[src/rtl/health_monitor_scheduler_pkg.sv]
// healthcare_pkg: shared types and constants for the health monitor scheduler.
//   state_t          : scan FSM states
//   CH_*             : channel indices (also the alarmCode values)
//   PRIORITY_ORDER   : packed list of channels, slot 0 = highest priority
//   highest_pending  : picks the highest-priority set bit of a pending vector
package healthcare_pkg;

   typedef enum logic [2:0] {
      IDLE,
      LOAD,
      SETTLE,
      SAMPLE,
      WAIT
   } state_t;

   localparam logic [1:0] CH_PRESSURE = 2'd0;
   localparam logic [1:0] CH_BLOOD    = 2'd1;
   localparam logic [1:0] CH_FALL     = 2'd2;
   localparam logic [1:0] CH_TEMP     = 2'd3;

   // Slot 0 (bits 1:0) is served first: fall > pressure > temperature > blood.
   localparam logic [7:0] PRIORITY_ORDER = {CH_BLOOD, CH_TEMP, CH_PRESSURE, CH_FALL};

   function automatic logic [1:0] highest_pending(input logic [3:0] pending);
      logic [1:0] code;
      code = '0;
      // Walk from lowest to highest priority so the last hit is the winner.
      for (int unsigned i = 0; i < 4; i++) begin
         if (pending[PRIORITY_ORDER[(3 - i) * 2 +: 2]]) begin
            code = PRIORITY_ORDER[(3 - i) * 2 +: 2];
         end
      end
      return code;
   endfunction

endpackage

[src/rtl/health_monitor_scheduler_if.sv]
// Alarm handshake between the scheduler and the downstream alert logic.
//   alarmValid : an alarm is presented (driven by master)
//   alarmCode  : channel index of the presented alarm (driven by master)
//   alarmAck   : consumer accepts the presented alarm (driven by slave)
interface health_monitor_scheduler_if;
   logic       alarmValid;
   logic [1:0] alarmCode;
   logic       alarmAck;

   modport master (output alarmValid, output alarmCode, input alarmAck);
   modport slave  (input alarmValid, input alarmCode, output alarmAck);
endinterface

[src/rtl/health_monitor_scheduler_debouncer.sv]
// abnormality_debouncer: per-channel saturating debounce counter.
//   clk, resetN : clock, async active-low reset
//   sample      : one-cycle strobe, flag is only looked at while high
//   flag        : raw detector flag
//   abnormal    : registered debounced state
//   rise        : registered one-cycle pulse on a 0->1 change of abnormal
module abnormality_debouncer #(
   parameter int unsigned DEBOUNCE = 3
) (
   input  logic clk,
   input  logic resetN,
   input  logic sample,
   input  logic flag,
   output logic abnormal,
   output logic rise
);

   localparam int unsigned CW = $clog2(DEBOUNCE + 1);
   localparam logic [CW-1:0] CNT_MAX = CW'(DEBOUNCE);

   logic [CW-1:0] cnt;
   logic [CW-1:0] cnt_next;

   always_comb begin
      cnt_next = cnt;
      if (sample) begin
         if (!flag) begin
            cnt_next = '0;
         end else if (cnt != CNT_MAX) begin
            cnt_next = cnt + 1'b1;
         end
      end
   end

   always_ff @(posedge clk or negedge resetN) begin
      if (!resetN) begin
         cnt      <= '0;
         abnormal <= 1'b0;
         rise     <= 1'b0;
      end else begin
         cnt  <= cnt_next;
         rise <= 1'b0;
         if (sample) begin
            abnormal <= (cnt_next == CNT_MAX);
            rise     <= (cnt_next == CNT_MAX) && !abnormal;
         end
      end
   end

endmodule

[src/rtl/health_monitor_scheduler.sv]
// health_monitor_scheduler: round-robin scan of four detector flags with
// debounce, sticky pending alarms and a priority arbiter on a valid/ack bus.
//   clk, resetN            : clock, async active-low reset
//   enable                 : scanning requested
//   presureAbnormality ... : channel 0..3 detector flags
//   sensorLoad             : one-hot load strobe, bit = channel
//   abnormalFlags          : debounced state per channel
//   scanDone               : one-cycle pulse in the last SAMPLE of a round
//   alarm                  : alarm handshake (master side)
module health_monitor_scheduler
   import healthcare_pkg::*;
#(
   parameter int unsigned SETTLE_CYCLES = 2,
   parameter int unsigned DEBOUNCE      = 3,
   parameter int unsigned SAMPLE_PERIOD = 16
) (
   input  logic                       clk,
   input  logic                       resetN,
   input  logic                       enable,
   input  logic                       presureAbnormality,
   input  logic                       bloodAbnormality,
   input  logic                       fallDetected,
   input  logic                       temperatureAbnormality,
   output logic [3:0]                 sensorLoad,
   output logic [3:0]                 abnormalFlags,
   output logic                       scanDone,
   health_monitor_scheduler_if.master alarm
);

   localparam int unsigned SW = $clog2(SETTLE_CYCLES + 1);
   localparam int unsigned PW = $clog2(SAMPLE_PERIOD + 1);
   localparam logic [SW-1:0] SETTLE_LAST = SW'(SETTLE_CYCLES - 1);
   localparam logic [PW-1:0] PERIOD_LAST = PW'(SAMPLE_PERIOD - 1);

   state_t        state;
   logic [1:0]    ch;
   logic [SW-1:0] settle_cnt;
   logic [PW-1:0] period_cnt;
   logic [3:0]    flags;
   logic [3:0]    sample_vec;
   logic [3:0]    rise_vec;
   logic [3:0]    pending;
   logic [3:0]    clear_vec;

   always_comb begin
      flags             = '0;
      flags[CH_PRESSURE] = presureAbnormality;
      flags[CH_BLOOD]    = bloodAbnormality;
      flags[CH_FALL]     = fallDetected;
      flags[CH_TEMP]     = temperatureAbnormality;
   end

   assign sample_vec = (state == SAMPLE) ? (4'b0001 << ch) : '0;

   for (genvar g = 0; g < 4; g++) begin : g_deb
      abnormality_debouncer #(.DEBOUNCE(DEBOUNCE)) u_deb (
         .clk      (clk),
         .resetN   (resetN),
         .sample   (sample_vec[g]),
         .flag     (flags[g]),
         .abnormal (abnormalFlags[g]),
         .rise     (rise_vec[g])
      );
   end

   // sensorLoad and scanDone are loaded on the transition into the state
   // that shows them, so they are plain registers.
   always_ff @(posedge clk or negedge resetN) begin
      if (!resetN) begin
         state      <= IDLE;
         ch         <= '0;
         settle_cnt <= '0;
         period_cnt <= '0;
         sensorLoad <= '0;
         scanDone   <= 1'b0;
      end else begin
         case (state)
            IDLE: begin
               if (enable) begin
                  ch         <= '0;
                  sensorLoad <= 4'b0001;
                  state      <= LOAD;
               end
            end
            LOAD: begin
               sensorLoad <= '0;
               settle_cnt <= '0;
               state      <= SETTLE;
            end
            SETTLE: begin
               if (settle_cnt == SETTLE_LAST) begin
                  scanDone <= (ch == 2'd3);
                  state    <= SAMPLE;
               end else begin
                  settle_cnt <= settle_cnt + 1'b1;
               end
            end
            SAMPLE: begin
               scanDone <= 1'b0;
               if (ch == 2'd3) begin
                  period_cnt <= '0;
                  state      <= WAIT;
               end else begin
                  ch         <= ch + 2'd1;
                  sensorLoad <= 4'b0001 << (ch + 2'd1);
                  state      <= LOAD;
               end
            end
            WAIT: begin
               if (period_cnt == PERIOD_LAST) begin
                  if (enable) begin
                     ch         <= '0;
                     sensorLoad <= 4'b0001;
                     state      <= LOAD;
                  end else begin
                     state <= IDLE;
                  end
               end else begin
                  period_cnt <= period_cnt + 1'b1;
               end
            end
            default: state <= IDLE;
         endcase
      end
   end

   assign clear_vec = (alarm.alarmValid && alarm.alarmAck) ? (4'b0001 << alarm.alarmCode) : '0;

   // Arbiter only chooses while idle, so the presented code stays frozen and
   // valid is always low for at least one cycle after an ack.
   always_ff @(posedge clk or negedge resetN) begin
      if (!resetN) begin
         pending          <= '0;
         alarm.alarmValid <= 1'b0;
         alarm.alarmCode  <= '0;
      end else begin
         pending <= (pending & ~clear_vec) | rise_vec;
         if (alarm.alarmValid) begin
            if (alarm.alarmAck) begin
               alarm.alarmValid <= 1'b0;
            end
         end else if (pending != '0) begin
            alarm.alarmCode  <= highest_pending(pending);
            alarm.alarmValid <= 1'b1;
         end
      end
   end

endmodule

[src/flat_wrapper.sv]
// flat-port wrapper written by rule: the top's interface ports become plain ports
module health_monitor_scheduler_flat import healthcare_pkg::*;
#(
   parameter int unsigned SETTLE_CYCLES = 2,
   parameter int unsigned DEBOUNCE      = 3,
   parameter int unsigned SAMPLE_PERIOD = 16
)
  (clk, resetN, enable, presureAbnormality, bloodAbnormality, fallDetected, temperatureAbnormality, sensorLoad, abnormalFlags, scanDone, alarm_alarmValid, alarm_alarmCode, alarm_alarmAck);
  health_monitor_scheduler_if alarm_i ();
  input  logic clk;
  input  logic resetN;
  input  logic enable;
  input  logic presureAbnormality;
  input  logic bloodAbnormality;
  input  logic fallDetected;
  input  logic temperatureAbnormality;
  output logic [3:0] sensorLoad;
  output logic [3:0] abnormalFlags;
  output logic scanDone;
  output wire logic [$bits(alarm_i.alarmValid)-1:0] alarm_alarmValid;
  output wire logic [$bits(alarm_i.alarmCode)-1:0] alarm_alarmCode;
  input wire logic [$bits(alarm_i.alarmAck)-1:0] alarm_alarmAck;
  assign alarm_alarmValid = alarm_i.alarmValid;
  assign alarm_alarmCode = alarm_i.alarmCode;
  assign alarm_i.alarmAck = alarm_alarmAck;
  health_monitor_scheduler #(.SETTLE_CYCLES(SETTLE_CYCLES), .DEBOUNCE(DEBOUNCE), .SAMPLE_PERIOD(SAMPLE_PERIOD)) u_core (.clk(clk), .resetN(resetN), .enable(enable), .presureAbnormality(presureAbnormality), .bloodAbnormality(bloodAbnormality), .fallDetected(fallDetected), .temperatureAbnormality(temperatureAbnormality), .sensorLoad(sensorLoad), .abnormalFlags(abnormalFlags), .scanDone(scanDone), .alarm(alarm_i));
endmodule
[config.mk]
export PLATFORM = sky130hd
export DESIGN_NAME = health_monitor_scheduler_flat
export DESIGN_NICKNAME = d
export VERILOG_FILES = /design/src/rtl/health_monitor_scheduler_pkg.sv /design/src/rtl/health_monitor_scheduler_if.sv /design/src/rtl/health_monitor_scheduler_debouncer.sv /design/src/rtl/health_monitor_scheduler.sv /design/src/flat_wrapper.sv
export SDC_FILE = /design/constraint.sdc
export NUM_CORES = 1
export LEC_CHECK = 0
export CAP_MARGIN = 25
export CORE_UTILIZATION = 50
export DETAILED_ROUTE_END_ITERATION = 6
export GPL_ROUTABILITY_DRIVEN = 0
export MAX_ROUTING_LAYER = met4
export PLACE_DENSITY_LB_ADDON = 0.25
export RECOVER_POWER = 100
export SLEW_MARGIN = 20
export SYNTH_ARGS = -nofsm -noshare
export SYNTH_HDL_FRONTEND = slang
export SYNTH_HIERARCHICAL = 1
export SYNTH_SLANG_ARGS = --single-unit
[constraint.sdc]
create_clock -name clk -period 2.8 [get_ports clk]
set_input_delay 0.28 -clock clk [delete_from_list [all_inputs] [get_ports clk]]
set_output_delay 0.28 -clock clk [all_outputs]
set_load 0.005 [all_outputs]
### Word-level counts from Yosys, hierarchy flattened

Cells that the tools add are included.

* output and inout bits: 12
* bits of input ports: 8
* register bits: 40
* word-level logic and storage cells: 126

* multiplexer cells: 46
* add/subtract/negate cells: 7
* bitwise gates (word level): 4
* reduce and logical (&&, ||, !) cells: 23
* shifts and indexed selects: 3
* eq/ne operators: 22

Operators by type and width (number)
* 2-bit two-way mux: 19
* 4-bit two-way mux: 5
* 2-bit inequality test, second input constant: 9
* 4-bit case mux with 4 select lines: 1
* 3-bit case mux with 5 select lines: 1
* 2-bit by 1-bit adder with 2-bit output, second input constant: 6
* 3-bit two-way mux: 4
* 3-bit AND reduction: 4
* 1-bit by 2-bit left shift with 4-bit output, first input constant: 3
* 2-bit equality test, second input constant: 5
* 1-bit two-way mux: 10
* 5-bit two-way mux: 2
* 5-bit case mux with 2 select lines: 1
* 4-bit nonzero test: 2
* 3-bit by 2-bit equality test with 1-bit output, second input constant: 2
* 2-bit case mux with 3 select lines: 1
* 2-bit AND reduction: 3
* 2-bit nonzero test: 3
* 5-bit by 1-bit adder with 5-bit output, second input constant: 1
* 5-bit by 4-bit equality test with 1-bit output, second input constant: 1
* 1-bit logical AND: 5
* 4-bit AND: 1
* 1-bit zero test: 4
* 2-bit by 1-bit inequality test with 1-bit output, second input constant: 2
* 10 further kinds: 10

### Longest topological paths before layout

* depth in word-level cells: 7
* depth in mapped cells: 6
* mapped depth without buffers: 6

### Modules after synthesis

Netlist, hierarchy kept.

By module, submodules not included
* health_monitor_scheduler: area an instance 1244.9 um2, cells each 124, sequential area each 600.6 um2, instances 1
* abnormality_debouncer: area an instance 156.4 um2, cells each 15, sequential area each 100.1 um2, instances 4

### Worst setup path before layout

Ideal clock, no wire load.

* path type: register -> register
* start point: register u_core.period_cnt[0]
* end point: register u_core.period_cnt[3]
* library setup time: 0.078 ns
* setup slack: 0.765 ns
* buffers on the path: 0
* clock period less this slack: 2.035 ns
* arrival time: 1.958 ns
* required time: 2.722 ns
* stages on the path, launching flop included: 7
* cell sequence: dfrtp_1 > ha_1 > and3_1 > ha_1 > or4b_4 > or3_1 > a21oi_1

* word-level cells in the longest chain between the ends: 3
* elaborated cells on any way between the ends: 6
* classes of those cells: 1 x add/sub; 2 x eq/ne; 2 x mux; 1 x reduce/logical

Ends and longest elaborated chain
* start: declaration: RTL line health_monitor_scheduler.sv:38 `logic [PW-1:0] period_cnt;`
* start signal: assignment: RTL line health_monitor_scheduler.sv:119 `period_cnt <= period_cnt + 1'b1;`
* 5-bit by 1-bit adder with 5-bit output / 5-bit by 4-bit equality test with 1-bit output (equally long branches): RTL line health_monitor_scheduler.sv:119, health_monitor_scheduler.sv:110
* 5-bit two-way mux / 2-bit inequality test (equally long branches)
* 5-bit case mux with 2 select lines / 3-bit AND reduction (equally long branches)

Parallel ways exist; a longest one is shown, timed or not. The select of a mux whose other input is x is not followed.
A chain may end at the register's enable or synchronous reset.

### Worst setup path after layout

Ends and elaborated chain as after synthesis.

==> run_results.csv <==
group,metric,value,unit
run_status,outcome,"finished, violations left",
run_status,violations,"capacitance limit, slew limit",
synthesis,synth_top_family_by_area,"simple AND/OR/NAND/NOR gates",
cells_and_area,final_core_util,62.8,%
clock_tree,clk_pin_slew,0.07,ns
power,p_sw_share,35.8,%
synthesis,syn_area,1870,um2
clock_tree,h-tree-depth,2,
route,wirelength,3270,um
critical_path,crit_path_end_kind,"register",
timing,setup_viol,0,
clock_tree,cts_sinks,40,
cells_and_area,finalNetCount,223,
clock_tree,hold_buffers,0,
die,core-area,3470,um2
route,drt_iter0_markers,110,
global_routing,first_global_vias,1356,
die,dieArea,3990,um2
synthesis,async_flop_share,100,%
timing,slew_headroom,-35.4,%
placed_design,port_buffers,19,
cells_and_area,layout-drive-gt1-share,4.35,%
timing,worstMarginPinSlew,2.03,ns
power,p_seq_share,47.7,%
synthesis,ys_types,36,
synthesis,yosys_warnings,6,
critical_path,critPathSlowestCell,"or4b_1",
timing,fin_skew,0.00770,ns
power,power.density,972,nW/um2
synthesis,synth_top_area_share,53.5,%
timing,fin_ws,0.560,ns
power,clockPowerShare,16.4,%
timing,min_period,2.24,ns
die,die_h,63.2,um
synthesis,synth_seq_cells,40,
route,wl_per_cell,12.9,um
power,switchingPower,758,uW
synthesis,yosys.area.top_type,"dfrtp_1",
synthesis,synth_edf_count,0,
cells_and_area,antenna_cells,0,
cells_and_area,final_cells,253,
synthesis,synth_nets,200,
timing,final.setup.tns,0,ns
critical_path,path_class,"reg2reg",
synthesis,synth_mux_area_share,3.28,%
global_routing,antenna_found_initial,0,
route,vias_per_cell,5.33,
critical_path,worstPathRequired,3.00,ns
synthesis,ys_seq_area_share,53.5,%
placed_design,placed_cells,246,
timing,hold_violations,0,
power,p_int,1360,uW
critical_path,worstPathCellList,"ha_1, and3_1, ha_1, or4b_1, or3_1, a21oi_1",
clock_tree,root_buffer,"clkbuf_8",
power,p_leak,0.00106,uW
worst_hold_path,hp-class,"reg2reg",
clock_tree,clkLatencyLatePin,0.28,ns
synthesis,synthXorXnorAreaFrac,0.468,%
synthesis,yosys.area_share.simple,18.9,%
global_routing,grt_pass1_wl,5950,um
timing,min_period_over_period,80.0,%
synthesis,avgSynthCellArea,10.2,um2
global_routing,grt_usage,19.6,%
die,pin_count,20,
die,start_util,53.9,%
power,irDropWorstVdd,475,uV
critical_path,crit_buf_inv,0,
placed_design,post-place-ws,0.646,ns
die,dieWidth,63.2,um
synthesis,synthFlopType,"dfrtp_1",
cells_and_area,areaGrowthSynthToFinish,16.5,%
critical_path,cp_common_cell,"ha_1",
clock_tree,clk_path_buf_depth,2,
flow_run,drv_cap,1,
die,rows,21,
timing,fmax,446,MHz
critical_path,worstPathMaxFanout,6,
route,ant_nets,0,
power,combPwrFrac,35.9,%
synthesis,syn_inst,184,
critical_path,start_kind,"register",
global_routing,grt-ovfl-total,0,
timing,rsz0062_at_grt,"no",
route,drc,0,
clock_tree,cts-resized-gates,0,
critical_path,critical-path-top-delay-family,"simple AND/OR/NAND/NOR gates",
timing,slew_violations,41,
clock_tree,post_cts_buffers,0,
critical_path,critPathMaxStageDelay,0.62,ns
synthesis,yosys-top-cells-area,"dfrtp_1 54%, ha_1 5.4%, inv_1 4.4%",
route,vias,1349,
global_routing,grt_max_degree,41,
route,drtPass1Iterations,4,
placed_design,dpl.hpwl,2430,um
clock_tree,cts_buffers,5,
synthesis,synth-compound-area-share,13.2,%
synthesis,synthAdderAreaFrac,5.35,%
clock_tree,cts_tree,"built",
critical_path,critPathArrivalTime,2.44,ns
kinds of logic (layout without fill, tap and decap cells):
kind of cell,Yosys count,count (layout)
mux,6,6
flops,40,40
fa+ha+maj,8,8
simple gates,62,62
buf+inv,26,49
xor+xnor,1,1
compound gates,41,41
state kept, by name, summed over array words and instances (netlist names):
register                     flops
u_core/g_deb.u_deb/rise          4
u_core/alarm.alarmCode           2
u_core/settle_cnt                2
u_core/pending                   4
u_core/state                     3
u_core/g_deb.u_deb/cnt           8
u_core/ch                        2
u_core/sensorLoad                4
u_core/g_deb.u_deb/abnormal      4
u_core/alarm.alarmValid          1
u_core/scanDone                  1
u_core/period_cnt                5
synthesized netlist by cell type, drive strengths merged (2+ instances only):
cell	number
and4	4
inv	22
nor2b	8
ha	8
nand3	7
nand4b	2
o2bb2ai	2
o22ai	5
nand2b	5
clkbuf	4
nor2	8
a31oi	2
dfrtp	40
nand2	17
a21o	2
nor3	2
o21ai	12
a21oi	12
mux2i	5
layout make-up:
type	count	area, um2
fillers	317	1290
repair buffers	20	191
flip-flops and latches	40	1000
clock buffers	6	72.6
inverters	22	82.6
multi-input cells	118	768
well taps	46	57.6
clock inverters	1	5.00
power by group through the flow:
stage / Sequential, uW / Combinational (uW) / Clock [uW]
2_1_floorplan: 943 / 554 / 0
3_3_place_gp: 1000 / 746 / 0
3_5_place_dp: 1030 / 797 / 0
4_1_cts: 1010 / 800 / 361
5_1_grt: 1050 / 878 / 392
6_report: 1010 / 761 / 347
placed cells by master (no fill, tap or decap), types with 2 or more instances in the layout:
cell	instances
dfrtp_1	40
nand3_1	7
mux2i_1	5
a31oi_1	2
a21o_1	2
o21ai_0	12
clkbuf_8	5
a21oi_1	12
and4_1	4
nand4b_1	2
nor2b_1	8
nand2_1	17
clkdlybuf4s50_1	6
inv_1	22
clkbuf_1	2
o22ai_1	5
nand2b_1	5
nor2_1	8
dlygate4sd3_1	12
ha_1	8
o2bb2ai_1	2
nor3_1	2
through the flow:
step                area [um2]  power [uW]  hold slack [ns]
finish                    2180        2120            0.432
global route              2180        2320            0.463
CTS                       2180        2180            0.135
detailed placement        2110        1820            0.424
global placement          2110        1750            0.417
floorplan                 1870        1500          -0.0156
path summary, 6_finish.rpt:
kind,start,cells after the start,endpoint,slack (ns)
worst min-delay path,u_core/g_deb[3].u_deb/rise,1,u_core/pending[3],0.43
worst max register to register,u_core/period_cnt[0],6,u_core/period_cnt[3],0.56
min in group asynchronous,resetN,1,u_core/alarm.alarmCode[1],0.57
worst min register to register,u_core/g_deb[3].u_deb/rise,1,u_core/pending[3],0.43
worst max-delay path,u_core/period_cnt[0],6,u_core/period_cnt[3],0.56
max in group asynchronous,resetN,1,u_core/state[1],1.07
routing by layer:
layer	global-route usage, %	wire length (um)	up-vias
met2	30.5	1620	18
met3	6.34	97	5
met4	5.81	29	0
met5	-	0	-
met1	24.1	1530	643
li1	-	-	683
(Power assumes the default switching activity.)
